===== src/rtl/tid_ctrl_pkg.sv =====
// Shared types for the TID allocator: default TID width, TID type and FSM states.
package tid_ctrl_pkg;

  localparam int TID_W_DEF = 8;

  typedef logic [TID_W_DEF-1:0] tid_t;

  typedef enum logic {
    ST_INIT,
    ST_RUN
  } state_t;

endpackage


===== src/rtl/tid_free_fifo.sv =====
// Free-list FIFO of unused TIDs: distributed RAM with a registered head that
// always mirrors the slot the read pointer addresses.
module tid_free_fifo #(
  parameter int TID_W = 8
) (
  input  logic             clk,
  input  logic             rst,
  input  logic             push,
  input  logic [TID_W-1:0] push_data,
  input  logic             pop,
  output logic [TID_W-1:0] head,
  output logic             empty
);

  localparam int DEPTH = 2**TID_W;
  localparam logic [TID_W:0] PTR_ONE = (TID_W+1)'(1);

  logic [TID_W-1:0] mem [DEPTH];
  logic [TID_W:0]   wr_ptr;
  logic [TID_W:0]   rd_ptr;
  logic [TID_W:0]   rd_nxt;

  assign rd_nxt = pop ? rd_ptr + PTR_ONE : rd_ptr;
  assign empty  = (wr_ptr == rd_ptr);

  always_ff @(posedge clk) begin
    if (push) mem[wr_ptr[TID_W-1:0]] <= push_data;
  end

  // A push landing on the slot that becomes the head is forwarded so the head
  // register never holds the stale RAM word for that slot.
  always_ff @(posedge clk) begin
    if (push && (wr_ptr[TID_W-1:0] == rd_nxt[TID_W-1:0])) head <= push_data;
    else                                                   head <= mem[rd_nxt[TID_W-1:0]];
  end

  always_ff @(posedge clk) begin
    if (rst) begin
      wr_ptr <= '0;
      rd_ptr <= '0;
    end else begin
      if (push) wr_ptr <= wr_ptr + PTR_ONE;
      rd_ptr <= rd_nxt;
    end
  end

endmodule


===== src/rtl/tid_alloc_ctrl.sv =====
// TID allocator: fills the free list after reset, grants TIDs with zero latency
// and reclaims retired ones. Define TID_DBL_FREE_CHK_EN for double-retire detection.
module tid_alloc_ctrl
  import tid_ctrl_pkg::*;
#(
  parameter int TID_W   = TID_W_DEF,
  parameter int MAX_OUT = 256
) (
  input  logic             lnk_clk,
  input  logic             lnk_reset,
  output logic             tid_rdy,
  output logic [TID_W:0]   tid_out_cnt,
  input  logic             alloc_req,
  output logic             alloc_gnt,
  output logic             alloc_avail,
  output logic [TID_W-1:0] alloc_tid,
  input  logic             ret_vld,
  input  logic [TID_W-1:0] ret_tid,
  output logic             ret_err
);

  localparam logic [TID_W:0]   MAX_CNT = (TID_W+1)'(MAX_OUT);
  localparam logic [TID_W:0]   CNT_ONE = (TID_W+1)'(1);
  localparam logic [TID_W-1:0] TID_ONE = TID_W'(1);

  state_t           state;
  logic [TID_W-1:0] init_cnt;
  logic             fifo_empty;
  logic             push;
  logic [TID_W-1:0] push_data;
  logic             ret_ok;

  assign alloc_avail = tid_rdy & (tid_out_cnt < MAX_CNT) & ~fifo_empty;
  assign alloc_gnt   = alloc_req & alloc_avail;

`ifdef TID_DBL_FREE_CHK_EN
  localparam int DEPTH = 2**TID_W;

  logic [DEPTH-1:0] out_map;

  assign ret_ok = tid_rdy & ret_vld & (tid_out_cnt != '0) & out_map[ret_tid];

  // Grant and legal retire never name the same TID: a granted TID is free,
  // so its bit is clear, while a legal retire needs its bit set.
  always_ff @(posedge lnk_clk) begin
    if (state == ST_INIT) begin
      out_map[init_cnt] <= 1'b0;
    end else begin
      if (alloc_gnt) out_map[alloc_tid] <= 1'b1;
      if (ret_ok)    out_map[ret_tid]   <= 1'b0;
    end
  end
`else
  assign ret_ok = tid_rdy & ret_vld & (tid_out_cnt != '0);
`endif

  assign push      = (state == ST_INIT) | ret_ok;
  assign push_data = (state == ST_INIT) ? init_cnt : ret_tid;

  tid_free_fifo #(
    .TID_W (TID_W)
  ) u_free_fifo (
    .clk       (lnk_clk),
    .rst       (lnk_reset),
    .push      (push),
    .push_data (push_data),
    .pop       (alloc_gnt),
    .head      (alloc_tid),
    .empty     (fifo_empty)
  );

  always_ff @(posedge lnk_clk) begin
    if (lnk_reset) begin
      state       <= ST_INIT;
      tid_rdy     <= 1'b0;
      init_cnt    <= '0;
      tid_out_cnt <= '0;
      ret_err     <= 1'b0;
    end else begin
      ret_err <= tid_rdy & ret_vld & ~ret_ok;
      unique case (state)
        ST_INIT: begin
          init_cnt <= init_cnt + TID_ONE;
          if (&init_cnt) begin
            state   <= ST_RUN;
            tid_rdy <= 1'b1;
          end
        end
        ST_RUN: begin
          case ({alloc_gnt, ret_ok})
            2'b10:   tid_out_cnt <= tid_out_cnt + CNT_ONE;
            2'b01:   tid_out_cnt <= tid_out_cnt - CNT_ONE;
            default: tid_out_cnt <= tid_out_cnt;
          endcase
        end
      endcase
    end
  end

endmodule


===== config.mk =====
export PLATFORM = sky130hd
export DESIGN_NAME = tid_alloc_ctrl
export DESIGN_NICKNAME = d
export VERILOG_FILES = /design/src/rtl/tid_ctrl_pkg.sv /design/src/rtl/tid_free_fifo.sv /design/src/rtl/tid_alloc_ctrl.sv
export SDC_FILE = /design/constraint.sdc
export NUM_CORES = 2
export LEC_CHECK = 0
export CAP_MARGIN = 10
export CORE_ASPECT_RATIO = 1.4
export CORE_UTILIZATION = 63
export DETAILED_ROUTE_END_ITERATION = 12
export GPL_TIMING_DRIVEN = 0
export PLACE_DENSITY_LB_ADDON = 0.08
export SYNTH_ARGS = -nofsm -noshare
export SYNTH_HDL_FRONTEND = slang
export SYNTH_SLANG_ARGS = --single-unit

===== constraint.sdc =====
create_clock -name lnk_clk -period 5.8 [get_ports lnk_clk]
set_clock_uncertainty 0.2 [all_clocks]
set_input_delay 0.87 -clock lnk_clk [delete_from_list [all_inputs] [get_ports lnk_clk]]
set_output_delay 0.87 -clock lnk_clk [all_outputs]
set_load 0.005 [all_outputs]

Word-level counts from Yosys, hierarchy flattened --
Memories as Yosys holds them, arrays and structs flattened. A register that Yosys moved wholly into a read port is not among the register bits. Cells that the tools add are included.
Word-level totals: register bits 38, memory bits (writable) 2048, bits of input ports 12, output and inout port bits 21, memories kept 1
Memory list:
- u_free_fifo.mem | words 256, bits a word 8, read ports 1, clocked after memory_dff 1, write ports 1, RTL line tid_free_fifo.sv:18 | logic [TID_W-1:0] mem [DEPTH];
Cells by class: $add $sub $neg 5, magnitude comparators 1, eq/ne operators 3, mux-type cells 7, bitwise operators 10, reductions and logical operators 5
Operator list (count):
- $add 9x1->9 const B | 3
- $pmux 9 s2 | 1
- $mux 8 | 2
- $eq 9x9->1 | 1
- $lt 9x9->1 const B | 1
- $reduce_and 9->1 | 1
- $reduce_bool 9->1 | 1
- $sub 9x1->9 const B | 1
- $add 8x1->8 const B | 1
- $reduce_and 8->1 | 1
- $and 1x1->1 | 6
- $mux 1 | 4
- $not 1->1 | 3
- $eq 2x1->1 const B | 1
- $eq 2x2->1 const B | 1
- $reduce_and 2->1 | 1
- $reduce_bool 2->1 | 1
- $or 1x1->1 | 1

Longest topological paths before layout --
depth in word-level cells 7, gate-level depth with buffers 13, mapped depth without buffers 12

Cells and area by module --
A second synthesis with hierarchy kept.
Unflattened totals: cell total of the unflattened synthesis 3914, area, all modules 81780.9 um^2
By module, submodules not included:
- tid_free_fifo | times used 1, cells each 3766, area each 80518.5 um^2, seq. area each 62019.5 um^2
- tid_alloc_ctrl | times used 1, cells each 148, area each 1262.5 um^2, seq. area each 400.4 um^2

Worst setup path after synthesis --
Ideal clock, no wire load.
path type input port to flip-flop, start point in ret_tid[2], end point mem u_free_fifo.mem[0][2], data pin, setup time 0.794 ns, data arrival time 3.764 ns, required time 4.806 ns, path slack 1.042 ns, stages 1, cell sequence a21o_1
Between the ends: longest elaborated chain between the ends 1
RTL lines:
- start: declaration | RTL line tid_alloc_ctrl.sv:18 | input logic [TID_W-1:0] ret_tid,
- $mux 8 | RTL line tid_alloc_ctrl.sv:58 | assign push_data = (state == ST_INIT) ? init_cnt : ret_tid;
- end: declaration | RTL line tid_free_fifo.sv:18
Every way passes these cells.

==> out/summary.md <==
Critical path
* **Most common cell on crit path** sky130_fd_sc_hd__buf_6
* **data required time of the worst path** 4.73 ns
* **type of destination of the critical path** primary output
* **cell family with most CP delay** buffers and inverters
* **Crit Path Class** reg2out
* **Critical Path Source Type** register
* **arrival time at the worst endpoint** 4.87 ns
* **number of buffer and inverter instances along the worst setup path** 6
* **slowest stage cell, crit path** sky130_fd_sc_hd__clkdlybuf4s50_1
* **worst-path cell chain** buf_4 -> buf_6 -> buf_8 -> buf_6 -> buf_6 -> mux4_2 -> a22oi_1 -> a22oi_2 -> o2111ai_2 -> a211oi_4 -> clkdlybuf4s50_1
* **Critical Path Fanout Max** 10
* **Largest stage delay, worst path** 0.59 ns
* **R2R Path Start** tid_out_cnt[0]

Hold path
* **start point of the worst hold path** tid_out_cnt[6]
* **classification of the worst-slack hold path** reg2reg

CTS
* **TritonCTS Sinks** 2,094
* **CTS tree** built
* **CTS clock-pin slew for the worst setup and hold paths** 0.06 ns
* **# hold bufs at CTS** 0
* **depth of the CTS H-tree** 4
* **Clk Latency, worst-skew pair** 0.86 ns
* **number of buffers added by the clock tree synthesis step** 184
* **number of buffers between clock root and the deepest sink** 3
* **root buf cell** sky130_fd_sc_hd__clkbuf_16

STA
* **Final Cycle Share** 102.4%
* **transition time at the pin with the least slew margin** 1.410 ns
* **Setup Viol. Count Final** 6
* **Final TNS setup** -0.3803 ns
* **fin worst setup slack** -0.1370 ns
* **final hold viol count** 0
* **unrepaired setup endpoints after global routing** yes
* **Fmax achieved** 168.4 MHz
* **minimum clock period** 5.937 ns
* **Rel. slew slack** 6.004%
* **number of max-slew violations in the final report** 0
* **minimum hold slack** 0.2997 ns

Floorplan
* **Die Footprint** 130,700 sq um
* **chip width** 305.8 um
* **number of ports placed on the die boundary** 33
* **placement row count** 155
* **placeable core region** 127,800 sq um
* **starting utilization of the core area** 63.71%
* **vertical extent of the die** 427.4 um

Global route
* **initial antenna violation count** 8
* **via count of the first global-routing pass** 42,560
* **wire length of the first global-routing pass** 347.7 mm
* **overall global routing resource usage** 40.45%
* **largest net degree at the start of global routing** 153
* **global route total overflow** 0

Routing
* **number of remaining DRC errors** 2
* **first drt pass iteration count** 12
* **Post-DRT Antenna Nets** 0
* **Via Count** 43,700
* **DRC marker count from the first detailed-route iteration** 7,440
* **number of vias per cell after detailed routing** 7.366
* **total wire length after detailed routing** 257.9 mm
* **Routed WL per cell** 43.48 um

Synthesis
* **Area contributors post-synth** sky130_fd_sc_hd__edfxtp_1 76%, sky130_fd_sc_hd__mux4_2 13%, sky130_fd_sc_hd__nor2_1 1.4%
* **Syn. warnings** 0
* **EDFF count, synth** 2,048
* **syn_area_per_cell** 20.94 sq um
* **Synth cell types** 68
* **post-synthesis sequential area ratio** 76.66%
* **most used standard cells in the synthesized netlist** 2,048 x sky130_fd_sc_hd__edfxtp_1, 478 x sky130_fd_sc_hd__mux4_2, 308 x sky130_fd_sc_hd__nor2_1
* **async set-reset flop share out of synthesis** 0%
* **cell taking the most area after synthesis** sky130_fd_sc_hd__edfxtp_1
* **top_reg_cell synth** sky130_fd_sc_hd__edfxtp_1
* **count of state elements after synthesis** 2,094
* **cell with the most instances after synthesis** sky130_fd_sc_hd__edfxtp_1
* **share of Yosys cell area claimed by the top area cell type** 75.52%
* **post-synthesis net count** 3,915
* **Syn Inst Count** 3,888
* **mapped cell area** 81,430 sq um

Finish
* **filler-free cell count of the finished design** 5,932
* **final-layout fill cell count** 7,575
* **layout cell share with drive strength beyond 1** 24.20%
* **NumNets Final** 4,151
* **sequential cell area** 62,420 sq um
* **summed area of non-filler cells in the final layout** 90,960 sq um
* **post-layout util** 71.17%
* **layout-stage area growth over the synthesis result** 11.70%
* **footprint of the multi-input gates** 17,940 sq um

Power and ir drop
* **worst vdd ir** 342.6 uV
* **static leakage** 28.06 nW
* **power density over the cells** 319.2 nW/um^2

Run status
* **violated checks** design-rule violations, negative setup slack
* **outcome** finished with violations

Run
* **Max-cap violations** 0

Placed design
* **number of cells after detailed placement** 5,587
* **number of port buffers** 32
* **placed instance area** 84,340 sq um
* **HPWL after detailed placement** 168.9 mm
* **last weighted congestion value of the routability-driven placer** 1.015

==> layout by cell type (no fill, tap or decap), drive strengths merged, types with 46 or more instances in the layout <==
cell type / Yosys / routed
dfxtp: 46 / 46
clkinv: 0 / 85
mux4: 478 / 478
mux2i: 77 / 77
a22oi: 75 / 75
o22ai: 72 / 72
nand2: 88 / 88
edfxtp: 2048 / 2048
buf: 144 / 160
clkbuf: 89 / 313
nor2: 308 / 308
nand3: 46 / 46
==> area by class of cell <==
| cell class | instances | share of cell area [%] |
|---|---|---|
| diodes | 3 | 0.008254 |
| repair buffers | 52 | 0.8102 |
| inverters | 8 | 0.03301 |
| well taps | 1648 | 2.267 |
| clock inverters | 120 | 1.168 |
| plain buffers | 231 | 2.121 |
| flip-flops and latches | 2094 | 68.63 |
| multi-input cells | 1553 | 19.72 |
| clock buffers | 223 | 5.247 |
==> repair_timing <==
action                     4_1_cts  5_1_grt
cloned                           0        0
setup buffers                    0        0
resized for setup              202       51
setup endpoints to repair        8        8
pin swaps                        2        4
==> power by group <==
part / switching [mW] / internal, mW
clock network: 5.60 / 6.53
registers: 0.0111 / 16.5
logic: 0.292 / 0.0754
total: 5.90 / 23.1
==> final timing paths <==
check / to / slack, ns / depth (start not counted)
max: alloc_tid[7] / -0.14 / 11
min: tid_out_cnt[6] / 0.30 / 2
max reg2reg: u_free_fifo.mem[184][0] / 0.82 / 7
min reg2reg: tid_out_cnt[6] / 0.30 / 2
==> tightest hold or removal path, stage by stage, from the launching register on <==
cell and delay, ns:
sky130_fd_sc_hd__dfxtp_1 0.34, sky130_fd_sc_hd__nand2_1 0.06, sky130_fd_sc_hd__a21oi_1 0.05
==> flip-flops by register name, summed over array words and instances (netlist names), named ones only <==
register and count:
state 1, u_free_fifo.wr_ptr 9, init_cnt 8, ret_err 1
tid_out_cnt 9, tid_rdy 1, u_free_fifo.rd_ptr 9, u_free_fifo.mem 2048
==> per-stage QoR <==
stage	power [mW]	worst slack (ns)
global route	29.53	-0.02328
floorplan	17.02	1.042
CTS	28.98	0.0001172
finish	29.03	-0.1370
global placement	17.22	-2.942
detailed placement	17.21	-0.7231
==> kinds of logic (layout without fill, tap and decap cells) <==
logic type | count (synthesis) | in the layout | synth area share (%)
flops | 2094 | 2094 | 76.66
mux | 583 | 583 | 14.55
simple gates | 569 | 569 | 3.144
compound gates | 350 | 350 | 3.233
buf+inv | 241 | 634 | 1.787
xor+xnor | 36 | 36 | 0.3872
fa+ha+maj | 15 | 15 | 0.2397
other cells | 0 | 3 | 0
==> routing by layer <==
metal | part of all wire (%) | track usage (%)
met5 | 0.011 | 0
met4 | 9.5 | 32.51
met3 | 12 | 10.72
met2 | 47 | 61.92
met1 | 32 | 49.23
Note: power is estimated with default switching activity, not from simulation.
